File: src/rtl/fourbit_ser2par_ce_gen_pkg.sv
// Shared constants for the 4-bit serial-to-parallel front end and the
// benches of the downstream 4-bit clock-enable register.
package ff_pkg;

  // Frame receiver state encoding.
  typedef enum logic [1:0] {
    IDLE   = 2'd0,
    DATA   = 2'd1,
    PARITY = 2'd2
  } state_t;

  localparam int DEF_WIDTH   = 4;
  localparam int DEF_TIMEOUT = 15;

endpackage

File: src/rtl/fourbit_ser2par_ce_gen_gap_timer.sv
// Idle-gap watchdog for an in-progress frame. Counts consecutive idle
// cycles while run is high; expired fires combinationally on the cycle
// whose edge makes the count reach TIMEOUT, so the owner can register
// its error strobe on that same edge.
module gap_timer #(
  parameter int TIMEOUT = 15
) (
  input  logic clk,
  input  logic R,
  input  logic clr,
  input  logic run,
  output logic expired
);

  localparam int CW = $clog2(TIMEOUT + 1);

  logic [CW-1:0] cnt;

  assign expired = run && !clr && (cnt == CW'(TIMEOUT - 1));

  // Idle-cycle counter; restarts after any valid bit or once it has fired.
  always_ff @(posedge clk) begin
    if (R || clr || expired) begin
      cnt <= '0;
    end else if (run) begin
      cnt <= cnt + CW'(1);
    end
  end

endmodule

File: src/rtl/fourbit_ser2par_ce_gen.sv
// Serial-to-parallel front end: assembles framed serial bits (optionally
// followed by an even-parity bit) into a word and presents it with a
// single-cycle clock-enable strobe. Bad, aborted or stalled frames give
// an err strobe and leave D untouched.
//
//   state  | meaning
//   IDLE   | waiting for a valid bit flagged with sof
//   DATA   | collecting data bits 1..WIDTH-1
//   PARITY | waiting for the even-parity bit
module fourbit_ser2par_ce_gen
  import ff_pkg::*;
#(
  parameter int WIDTH     = DEF_WIDTH,
  parameter int MSB_FIRST = 1,
  parameter int PARITY_EN = 1,
  parameter int TIMEOUT   = DEF_TIMEOUT
) (
  input  logic             clk,
  input  logic             R,
  input  logic             din,
  input  logic             din_valid,
  input  logic             sof,
  output logic [WIDTH-1:0] D,
  output logic             CE,
  output logic             err,
  output logic             busy
);

  localparam int CW = $clog2(WIDTH + 1);

  // Where a freshly started frame goes after its first bit. A 1-bit frame
  // without parity completes immediately and never leaves IDLE.
  localparam state_t START_STATE = (WIDTH == 1) ? ((PARITY_EN != 0) ? PARITY : IDLE) : DATA;
  localparam bit     START_DONE  = (WIDTH == 1) && (PARITY_EN == 0);

  state_t           state;
  logic [WIDTH-1:0] sr;
  logic [CW-1:0]    cnt;
  logic             par;

  logic [WIDTH-1:0] first_word;
  logic [WIDTH-1:0] next_word;
  logic             last_data;
  logic             gap_run;
  logic             gap_clr;
  logic             expired;

  function automatic logic [WIDTH-1:0] shift_in(input logic [WIDTH-1:0] cur, input logic b);
    logic [WIDTH-1:0] res;
    if (MSB_FIRST != 0) begin
      res    = cur << 1;
      res[0] = b;
    end else begin
      res          = cur >> 1;
      res[WIDTH-1] = b;
    end
    return res;
  endfunction

  assign first_word = shift_in('0, din);
  assign next_word  = shift_in(sr, din);
  assign last_data  = (cnt == CW'(WIDTH - 1));
  assign busy       = (state != IDLE);
  assign gap_run    = busy && !din_valid;
  assign gap_clr    = !busy || din_valid;

  gap_timer #(
    .TIMEOUT(TIMEOUT)
  ) u_gap_timer (
    .clk    (clk),
    .R      (R),
    .clr    (gap_clr),
    .run    (gap_run),
    .expired(expired)
  );

  // Frame FSM with shift register, bit counter, parity accumulator and
  // registered D/CE/err outputs.
  always_ff @(posedge clk) begin
    if (R) begin
      state <= IDLE;
      sr    <= '0;
      cnt   <= '0;
      par   <= 1'b0;
      D     <= '0;
      CE    <= 1'b0;
      err   <= 1'b0;
    end else begin
      CE  <= 1'b0;
      err <= 1'b0;
      case (state)
        IDLE: begin
          if (din_valid && sof) begin
            sr  <= first_word;
            par <= din;
            cnt <= CW'(1);
            if (START_DONE) begin
              D  <= first_word;
              CE <= 1'b1;
            end
            state <= START_STATE;
          end
        end
        DATA, PARITY: begin
          if (expired) begin
            err   <= 1'b1;
            sr    <= '0;
            cnt   <= '0;
            state <= IDLE;
          end else if (din_valid && sof) begin
            // Abort the current frame; this bit opens the next one.
            err   <= 1'b1;
            sr    <= first_word;
            par   <= din;
            cnt   <= CW'(1);
            state <= START_STATE;
          end else if (din_valid && state == DATA) begin
            sr  <= next_word;
            par <= par ^ din;
            cnt <= cnt + CW'(1);
            if (last_data) begin
              if (PARITY_EN != 0) begin
                state <= PARITY;
              end else begin
                D     <= next_word;
                CE    <= 1'b1;
                state <= IDLE;
              end
            end
          end else if (din_valid) begin
            if (par ^ din) begin
              err <= 1'b1;
            end else begin
              D  <= sr;
              CE <= 1'b1;
            end
            state <= IDLE;
          end
        end
        default: state <= IDLE;
      endcase
    end
  end

endmodule

File: config.mk
export PLATFORM = sky130hd
export DESIGN_NAME = fourbit_ser2par_ce_gen
export DESIGN_NICKNAME = d
export VERILOG_FILES = /design/src/rtl/fourbit_ser2par_ce_gen_pkg.sv /design/src/rtl/fourbit_ser2par_ce_gen_gap_timer.sv /design/src/rtl/fourbit_ser2par_ce_gen.sv
export SDC_FILE = /design/constraint.sdc
export NUM_CORES = 1
export LEC_CHECK = 0
export ABC_CLOCK_PERIOD_IN_PS = 2200
export CORE_AREA = 2 2 63 65
export CTS_CLUSTER_SIZE = 10
export DETAILED_ROUTE_END_ITERATION = 16
export DIE_AREA = 0 0 65 67
export MAX_ROUTING_LAYER = met4
export PLACE_DENSITY_LB_ADDON = 0.08
export SKIP_CTS_REPAIR_TIMING = 1
export SYNTH_ARGS = -nofsm -noshare
export SYNTH_HDL_FRONTEND = slang
export SYNTH_SLANG_ARGS = --single-unit
File: constraint.sdc
create_clock -name clk -period 2.2 [get_ports clk]
set_input_delay 0.44 -clock clk [delete_from_list [all_inputs] [get_ports clk]]
set_output_delay 0.44 -clock clk [all_outputs]
set_load 0.02 [all_outputs]
* After elaboration in Yosys (flattened, before gate mapping) *
Cells that the tools add are included.

operators by class
  add/subtract/negate cells = 2
  bitwise operators = 7
  reduce and logical (&&, ||, !) cells = 21
  muxes and demuxes = 28
  equal/unequal tests = 10

operators with widths
  operator               number
  $mux W4                4
  $mux W2                6
  $mux W3                4
  $mux W1                10
  $ne A5 B4 Y1 const B   2
  $pmux W4 S2            1
  $not A1 Y1             6
  $pmux W3 S2            1
  $reduce_and A3 Y1      2
  $reduce_and A6 Y1      1
  $reduce_or A6 Y1       1
  $logic_and A1 B1 Y1    5
  $add A4 B1 Y4 const B  1
  $eq A4 B4 Y1 const B   1
  $ne A2 B2 Y1 const B   2
  $ne A4 B3 Y1 const B   1
  $pmux W2 S2            1
  $reduce_and A4 Y1      1
  $reduce_bool A2 Y1     2
  $reduce_or A2 Y1       2
  $add A3 B1 Y3 const B  1
  $eq A3 B2 Y1 const B   1
  $logic_not A1 Y1       3
  $logic_or A1 B1 Y1     3
  other kinds (6)        6

word-level totals
  output and inout bits = 7
  bits in registers = 20
  input port bits = 5
  word-level logic and storage cells = 76

* Longest topological paths before layout *
Gate-level depths: netlist of run 1.

  depth in word-level cells = 8
  depth in mapped cells = 7
  mapped depth without buffers = 6

* By module *
From an unflattened synthesis of run 1, not the netlist that was laid out.

unflattened totals
  cell total of the unflattened synthesis = 114
  area total of the unflattened synthesis = 1,023.5 um^2

by module, submodules not included
  module                  times used  cells an instance  seq. area each (um^2)  area an instance (um^2)
  fourbit_ser2par_ce_gen  1           93                 320.3                  827.0
  gap_timer               1           21                 80.1                   196.4

* Worst setup path before layout of run 1 *
Ideal clock, no wire load.

  kind = register -> register
  start = register state[0]
  end = register cnt[2]
  stages on the path, launching flop included = 8
  required time = 2.143 ns
  library setup time = 0.057 ns
  arrival time = 1.589 ns
  path slack = 0.554 ns
  path through = dfxtp_1 inv_1 ha_1 buf_4 a21bo_2 a211oi_2 and4b_1 a31o_2

on the way
  cells in the longest elaborated chain, start to end = 8
  elaborated cells between the ends (all ways) = 18
  classes of those cells = eq/ne (4); mux (2); reduce/logical (12)

RTL lines
  element                                                            line                                    source
  from (decl)                                                        fourbit_ser2par_ce_gen.sv:36            state_t state;
  from (signal assigned)                                             fourbit_ser2par_ce_gen.sv:81            state <= IDLE;
  from (signal assigned)                                             fourbit_ser2par_ce_gen.sv:101           state <= START_STATE;
  from (signal assigned)                                             fourbit_ser2par_ce_gen.sv:109           state <= IDLE;
  $reduce_bool A2 Y1                                                 fourbit_ser2par_ce_gen.sv:63            assign busy = (state != IDLE);
  $logic_not A1 Y1                                                   fourbit_ser2par_ce_gen.sv:65            assign gap_clr = !busy || din_valid;
  $logic_or A1 B1 Y1                                                 fourbit_ser2par_ce_gen.sv:65
  $logic_not A1 Y1                                                   fourbit_ser2par_ce_gen_gap_timer.sv:19  assign expired = run && !clr && (cnt == CW'(TIMEOUT - 1));
  $logic_and A1 B1 Y1 (2 in series)                                  fourbit_ser2par_ce_gen_gap_timer.sv:19
  $ne A4 B3 Y1 (no source line) or $mux W3 (tied branches)           --
  $reduce_and A3 Y1 (no source line) or $pmux W3 S2 (tied branches)  --
  to (signal assigned)                                               fourbit_ser2par_ce_gen.sv:120           cnt <= cnt + CW'(1);
  to (decl)                                                          fourbit_ser2par_ce_gen.sv:38            logic [CW-1:0] cnt;

Parallel ways exist; a longest one is shown, timed or not.
A chain may end at the register's enable or synchronous reset.

* Worst setup path after layout of run 1 *
  start = register state[0]
  end = output busy

on the way
  cells in the longest elaborated chain, start to end = 1

RTL lines
  element             line                          source
  $reduce_bool A2 Y1  fourbit_ser2par_ce_gen.sv:63
  to (decl)           fourbit_ser2par_ce_gen.sv:26  output logic busy

No other way between the ends.

==> impl_metrics.ini, run 1 <==
[synth]
synth_nets = 122
yosys.area.top_type = dfxtp_1
synth_area_leaders = dfxtp_1, ha_1, mux2i_1
synthAdderAreaFrac_pct = 8.13
synth-compound-area-share_pct = 20.3
ys_ff_latch = 20
syn_area_um2 = 1080
synth_top_area_share_pct = 37.2
synthSimpleGateAreaFrac_pct = 20.9
avgSynthCellArea_um2 = 9.79
seq_area_frac_synth_pct = 37.2
synth-warning-count = 0
ys_types = 44
synth_top_family_by_area = simple AND/OR/NAND/NOR gates
postSynthCellCount = 110
synth_xor_area_share_pct = 2.44
muxShareOfSynthArea_pct = 6.50

[placement]
dp_hpwl_um = 1710
portBuffers = 11
dp_cells = 172
place_congestion = 0.763
pre_cts_ws_ns = 0.191

[hold_path]
hold_path_class = flop to flop

[sta]
fmax_mhz = 498
report.final.slew_viol_count = 0
skew_ns = 0.00211
hold_viol = 0
timing.final.ws_setup_ns = 0.192
period_needed_ns = 2.01
finalSetupViolations = 0
tightestPinTransition_ns = 0.360
setup_tns_ns = 0
fin_crit_sh_pct = 91.3
relSlewSlack_pct = 75.9
rsz0062_at_grt = no

[clocking]
cts_inserted_buffers = 3
cts_tree = done
cts_max_path_buffers = 2
clk_pin_slew_worst_paths_ns = 0.07
htree_levels = 1
clk_latency_ns = 0.26
root_buffer = clkbuf_8
cts.sinks = 20

[flow_run]
drv_cap = 0

[floorplan]
initial_utilization_pct = 29.9
fp.coreArea_um2 = 3610
die_w_um = 65
die_y_um = 67
num_rows = 22
dieArea_um2 = 4360
num_io_pins = 12

[layout]
final_cells = 176
n_fill_cell = 370
syn_to_final_growth_pct = 24.2
drive_above_1_share_pct = 18.0
final_util_pct = 37.1
n_antenna_cell = 0
fin_nets = 141

[detailed_routing]
first_pass_iters = 4
drt_iter0_drc = 27
drc_errors = 0
drt-total-wl_um = 2220
ant_nets = 0
wl_per_cell_um = 12.6
vias = 845
viasPerCell = 4.80

[power]
p_comb_share_pct = 16.8
p_per_area_nw_per_um2 = 592
p_sw_share_pct = 25.2
peakVddDrop_v = 0.000357
p_switching_mw = 0.200
leakage_nw = 0.554
seqPwrFrac_pct = 48.0
intPower_mw = 0.592
clkPwrFrac_pct = 35.2

[worst_setup_path]
worstPathCellList = inv_1, ha_1, inv_2, clkdlybuf4s50_1
critPathBufInv = 3
path_class = flop to output port
crit_path_start_kind = flop
crit_slowest_cell = clkdlybuf4s50_1
critical_path.top_delay_family = buffers and inverters
end_kind = output port
crit_arrival_ns = 1.57
max_stage_delay_ns = 0.59
required_ns = 1.76
critPathMaxFanout = 3

[run_status]
status = finished clean

[global_routing]
grtUsageTotal_pct = 12.7
grt_pass1_wl_um = 4000
grt_pass1_vias = 853
antenna_found_initial = 0
grt_max_degree = 13
grt.overflow.total = 0
layout by cell type (no fill, tap or decap), types with 2 or more instances in the layout:
cell type        instances
nand4b_1                 2
inv_1                    5
ha_1                     7
o21ai_2                  2
nand3_1                  4
clkdlybuf4s50_1         11
buf_4                    5
nand2_1                 10
mux2i_1                  7
clkbuf_8                 4
nor2_1                  12
and3_1                   3
dfxtp_1                 20
o31ai_1                  2
nand2_4                  2
nor2b_1                  2
xnor2_1                  2
power by group through the flow:
| stage | Clock (mW) | Combinational [mW] | Sequential [mW] |
|---|---|---|---|
| 3_5_place_dp | 0 | 0.133 | 0.389 |
| 5_1_grt | 0.308 | 0.147 | 0.382 |
| 6_report | 0.278 | 0.133 | 0.381 |
| 4_1_cts | 0.295 | 0.133 | 0.380 |
| 2_1_floorplan | 0 | 0.0913 | 0.388 |
| 3_3_place_gp | 0 | 0.135 | 0.389 |
final timing paths:
check | start | to | slack [ns] | cells after the start
worst max register to register | state[0] | cnt[1] | 0.32 | 7
worst min register to register | sr[3] | sr[3] | 0.46 | 2
worst min-delay path | sr[3] | sr[3] | 0.46 | 2
worst max-delay path | state[0] | busy | 0.19 | 4
metrics by stage:
step	hold slack [ns]	instance area [µm²]	total power, mW
finish	0.460	1340	0.792
global route	0.496	1340	0.837
CTS	0.468	1340	0.809
detailed placement	0.456	1280	0.522
global placement	0.449	1280	0.525
floorplan	0.430	1080	0.479
cells in the mapped netlist, drive strengths merged:
master   instances
a211oi           2
a21bo            1
a21boi           2
a21oi            2
a221o            1
a221oi           1
a22o             1
a31o             2
a32o             1
a41o             1
and3             3
and4b            1
buf              2
clkbuf           1
clkinv           1
dfxtp           20
ha               7
inv              6
mux2i            7
nand2           12
nand3            4
nand3b           1
nand4b           3
nor2            13
nor2b            2
nor3             1
nor3b            1
o2111ai          1
o21ai            2
o21bai           1
o2bb2ai          1
o311ai           1
o31ai            2
xnor2            2
xor2             1
sequential cells by signal, summed over array words and instances, names as in the netlist:
signal / cells
state: 2
D: 4
sr: 4
u_gap_timer.cnt: 4
par: 1
err: 1
cnt: 3
CE: 1
final cells by class:
cell class | count | area (µm²) | share of cell area [%]
multi-input combinational | 80 | 628 | 47.0
sequential | 20 | 400 | 29.9
timing repair buffer | 17 | 168 | 12.5
tap | 48 | 60.1 | 4.49
clock buffer | 4 | 55.1 | 4.12
inverter | 7 | 26.3 | 1.96
logic make-up (layout without fill, tap and decap cells):
family | after synthesis | in the layout
mux | 7 | 7
fa+ha+maj | 7 | 7
xor+xnor | 3 | 3
flops | 20 | 20
simple gates | 41 | 41
compound gates | 22 | 22
buf+inv | 10 | 28
worst min-delay path, cell delays in order (launching register included):
cell and delay [ns]:
dfxtp_1 0.31, nand2_1 0.05, mux2i_1 0.05
per-layer routing:
metal / wire length [µm] / GRT usage [%] / up-vias
li1: - / - / 433
met1: 1130 / 15.6 / 397
met2: 994 / 19.6 / 11
met3: 64 / 3.72 / 4
met4: 26 / 4.79 / 0
met5: 0 / - / -
Note: power is estimated with default switching activity, not from simulation.
==> inputs of run 2 (changes only) <==
--- a/config.mk
+++ b/config.mk
@@ -7,11 +7,11 @@
 export LEC_CHECK = 0
 export ABC_CLOCK_PERIOD_IN_PS = 2200
 export CORE_AREA = 2 2 63 65
+export CTS_BUF_LIST = sky130_fd_sc_hd__clkbuf_4
 export CTS_CLUSTER_SIZE = 10
 export DETAILED_ROUTE_END_ITERATION = 16
 export DIE_AREA = 0 0 65 67
 export MAX_ROUTING_LAYER = met4
-export PLACE_DENSITY_LB_ADDON = 0.08
 export SKIP_CTS_REPAIR_TIMING = 1
 export SYNTH_ARGS = -nofsm -noshare
 export SYNTH_HDL_FRONTEND = slang
==> impl_metrics.ini, run 2 (same netlist as run 1, synthesis figures left out) <==
[detailed_routing]
drt_iter0_drc = 62
wl_per_cell_um = 12.7
first_pass_iters = 4
vias = 838
drt-total-wl_um = 2210
ant_nets = 0
viasPerCell = 4.82
drc_errors = 0

[floorplan]
die_w_um = 65
die_y_um = 67
num_rows = 22
initial_utilization_pct = 29.9
fp.coreArea_um2 = 3610
num_io_pins = 12
dieArea_um2 = 4360

[layout]
n_antenna_cell = 0
fin_area_um2 = 1310
mostFrequentLayoutCell = dfxtp_1
fin_nets = 139
n_fill_cell = 359
drive_above_1_share_pct = 16.7
reg.largest.list = D: 4 flops, sr: 4 flops, u_gap_timer.cnt: 4 flops
final_util_pct = 36.3
syn_to_final_growth_pct = 21.4
final_cell_mix = dfxtp_1, nor2_1, clkdlybuf4s50_1

[flow_run]
drv_cap = 0

[global_routing]
use_met1_pct = 12.9
use_met3_pct = 2.03
grt_pass1_vias = 853
grt.overflow.total = 0
grtUsageTotal_pct = 11.8
top_usage_layer = met2
grt_pass1_wl_um = 3790
antenna_found_initial = 0
grt_max_degree = 13
met2_usage_pct = 20.0

[placement]
pre_cts_ws_ns = 0.194
place_congestion = 0.831
portBuffers = 11
dpl_cell_area_um2 = 1250
dp_hpwl_um = 1690

[power]
p_per_area_nw_per_um2 = 617
leakage_nw = 0.538
p_comb_share_pct = 15.9
p_switching_mw = 0.194
clkPwrFrac_pct = 36.9
seqPwrFrac_pct = 47.1
intPower_mw = 0.612
peakVddDrop_v = 0.000255
p_sw_share_pct = 24.1

[worst_setup_path]
max_stage_delay_ns = 0.59
worstPathCellList = inv_1, ha_1, inv_2, clkdlybuf4s50_1
path_class = flop to output port
critPathMaxFanout = 3
crit_slowest_cell = clkdlybuf4s50_1
critical_path.top_delay_family = buffers and inverters
end_kind = output port
critPathBufInv = 3
required_ns = 1.76
crit_arrival_ns = 1.66
crit_path_start_kind = flop

[clocking]
root_buffer = clkbuf_4
cts_max_path_buffers = 2
cts_tree = done
cts_inserted_buffers = 3
cts.sinks = 20
clk_pin_slew_worst_paths_ns = 0.11
clk_latency_ns = 0.30
htree_levels = 1

[sta]
setup_tns_ns = 0
relSlewSlack_pct = 75.2
rsz0062_at_grt = no
fin_crit_sh_pct = 95.7
period_needed_ns = 2.10
hold_viol = 0
finalSetupViolations = 0
timing.final.ws_setup_ns = 0.0955
skew_ns = 0.00227
report.final.slew_viol_count = 0
tightestPinTransition_ns = 0.371
timing.hold.ws_ns = 0.468
fmax_mhz = 475

[hold_path]
hold_path_class = flop to flop

[run_status]
status = finished clean
run 2: cell types whose count changed in the layout (fill, tap and decap cells not counted):
cell | previous run | this run
buf_4 | 5 | 4
clkbuf_4 | 0 | 3
bufinv_16 | 0 | 1
buf_12 | 1 | 0
clkbuf_8 | 4 | 0
run 2: final cells by class:
cell class                      instances  area, µm²  area share, %
Multi-Input combinational cell         80        628           48.0
Inverter                                7       26.3           2.01
Sequential cell                        20        400           30.6
Clock buffer                            3       22.5           1.72
Timing Repair Buffer                   15        140           10.7
Clock inverter                          1       30.0           2.30
Tap cell                               48       60.1           4.59
run 2: layer usage:
layer | up-vias | share of wire (%)
met5 | - | 0
met4 | 0 | 0
met3 | 0 | 2.5
met2 | 14 | 53
met1 | 401 | 45
li1 | 423 | -
run 2: power groups by stage:
stage          Combinational [mW]  Clock, mW  Sequential [mW]
6_report                    0.129      0.298            0.380
5_1_grt                     0.140      0.321            0.382
4_1_cts                     0.128      0.312            0.380
3_5_place_dp                0.127          0            0.389
3_3_place_gp                0.124          0            0.388
2_1_floorplan              0.0913          0            0.388
run 2: final timing paths:
| path | start | endpoint | slack, ns | depth (start not counted) |
|---|---|---|---|---|
| hold / removal | sr[3] | sr[3] | 0.47 | 2 |
| setup reg to reg | state[0] | cnt[0] | 0.30 | 6 |
| hold reg to reg | sr[3] | sr[3] | 0.47 | 2 |
| setup / recovery | state[0] | busy | 0.1 | 4 |
run 2: stage by stage:
step,cells,power [mW]
2_1_floorplan,110,0.479
3_3_place_gp,170,0.512
3_5_place_dp,170,0.516
4_1_cts,174,0.820
5_1_grt,174,0.844
6_report,174,0.806
run 2: tightest hold or removal path: cells and delay by family (launching register included):
kind,cells,cell delay [ns]
DFF,1,0.32
muxes,1,0.06
and+or+nand+nor,1,0.05
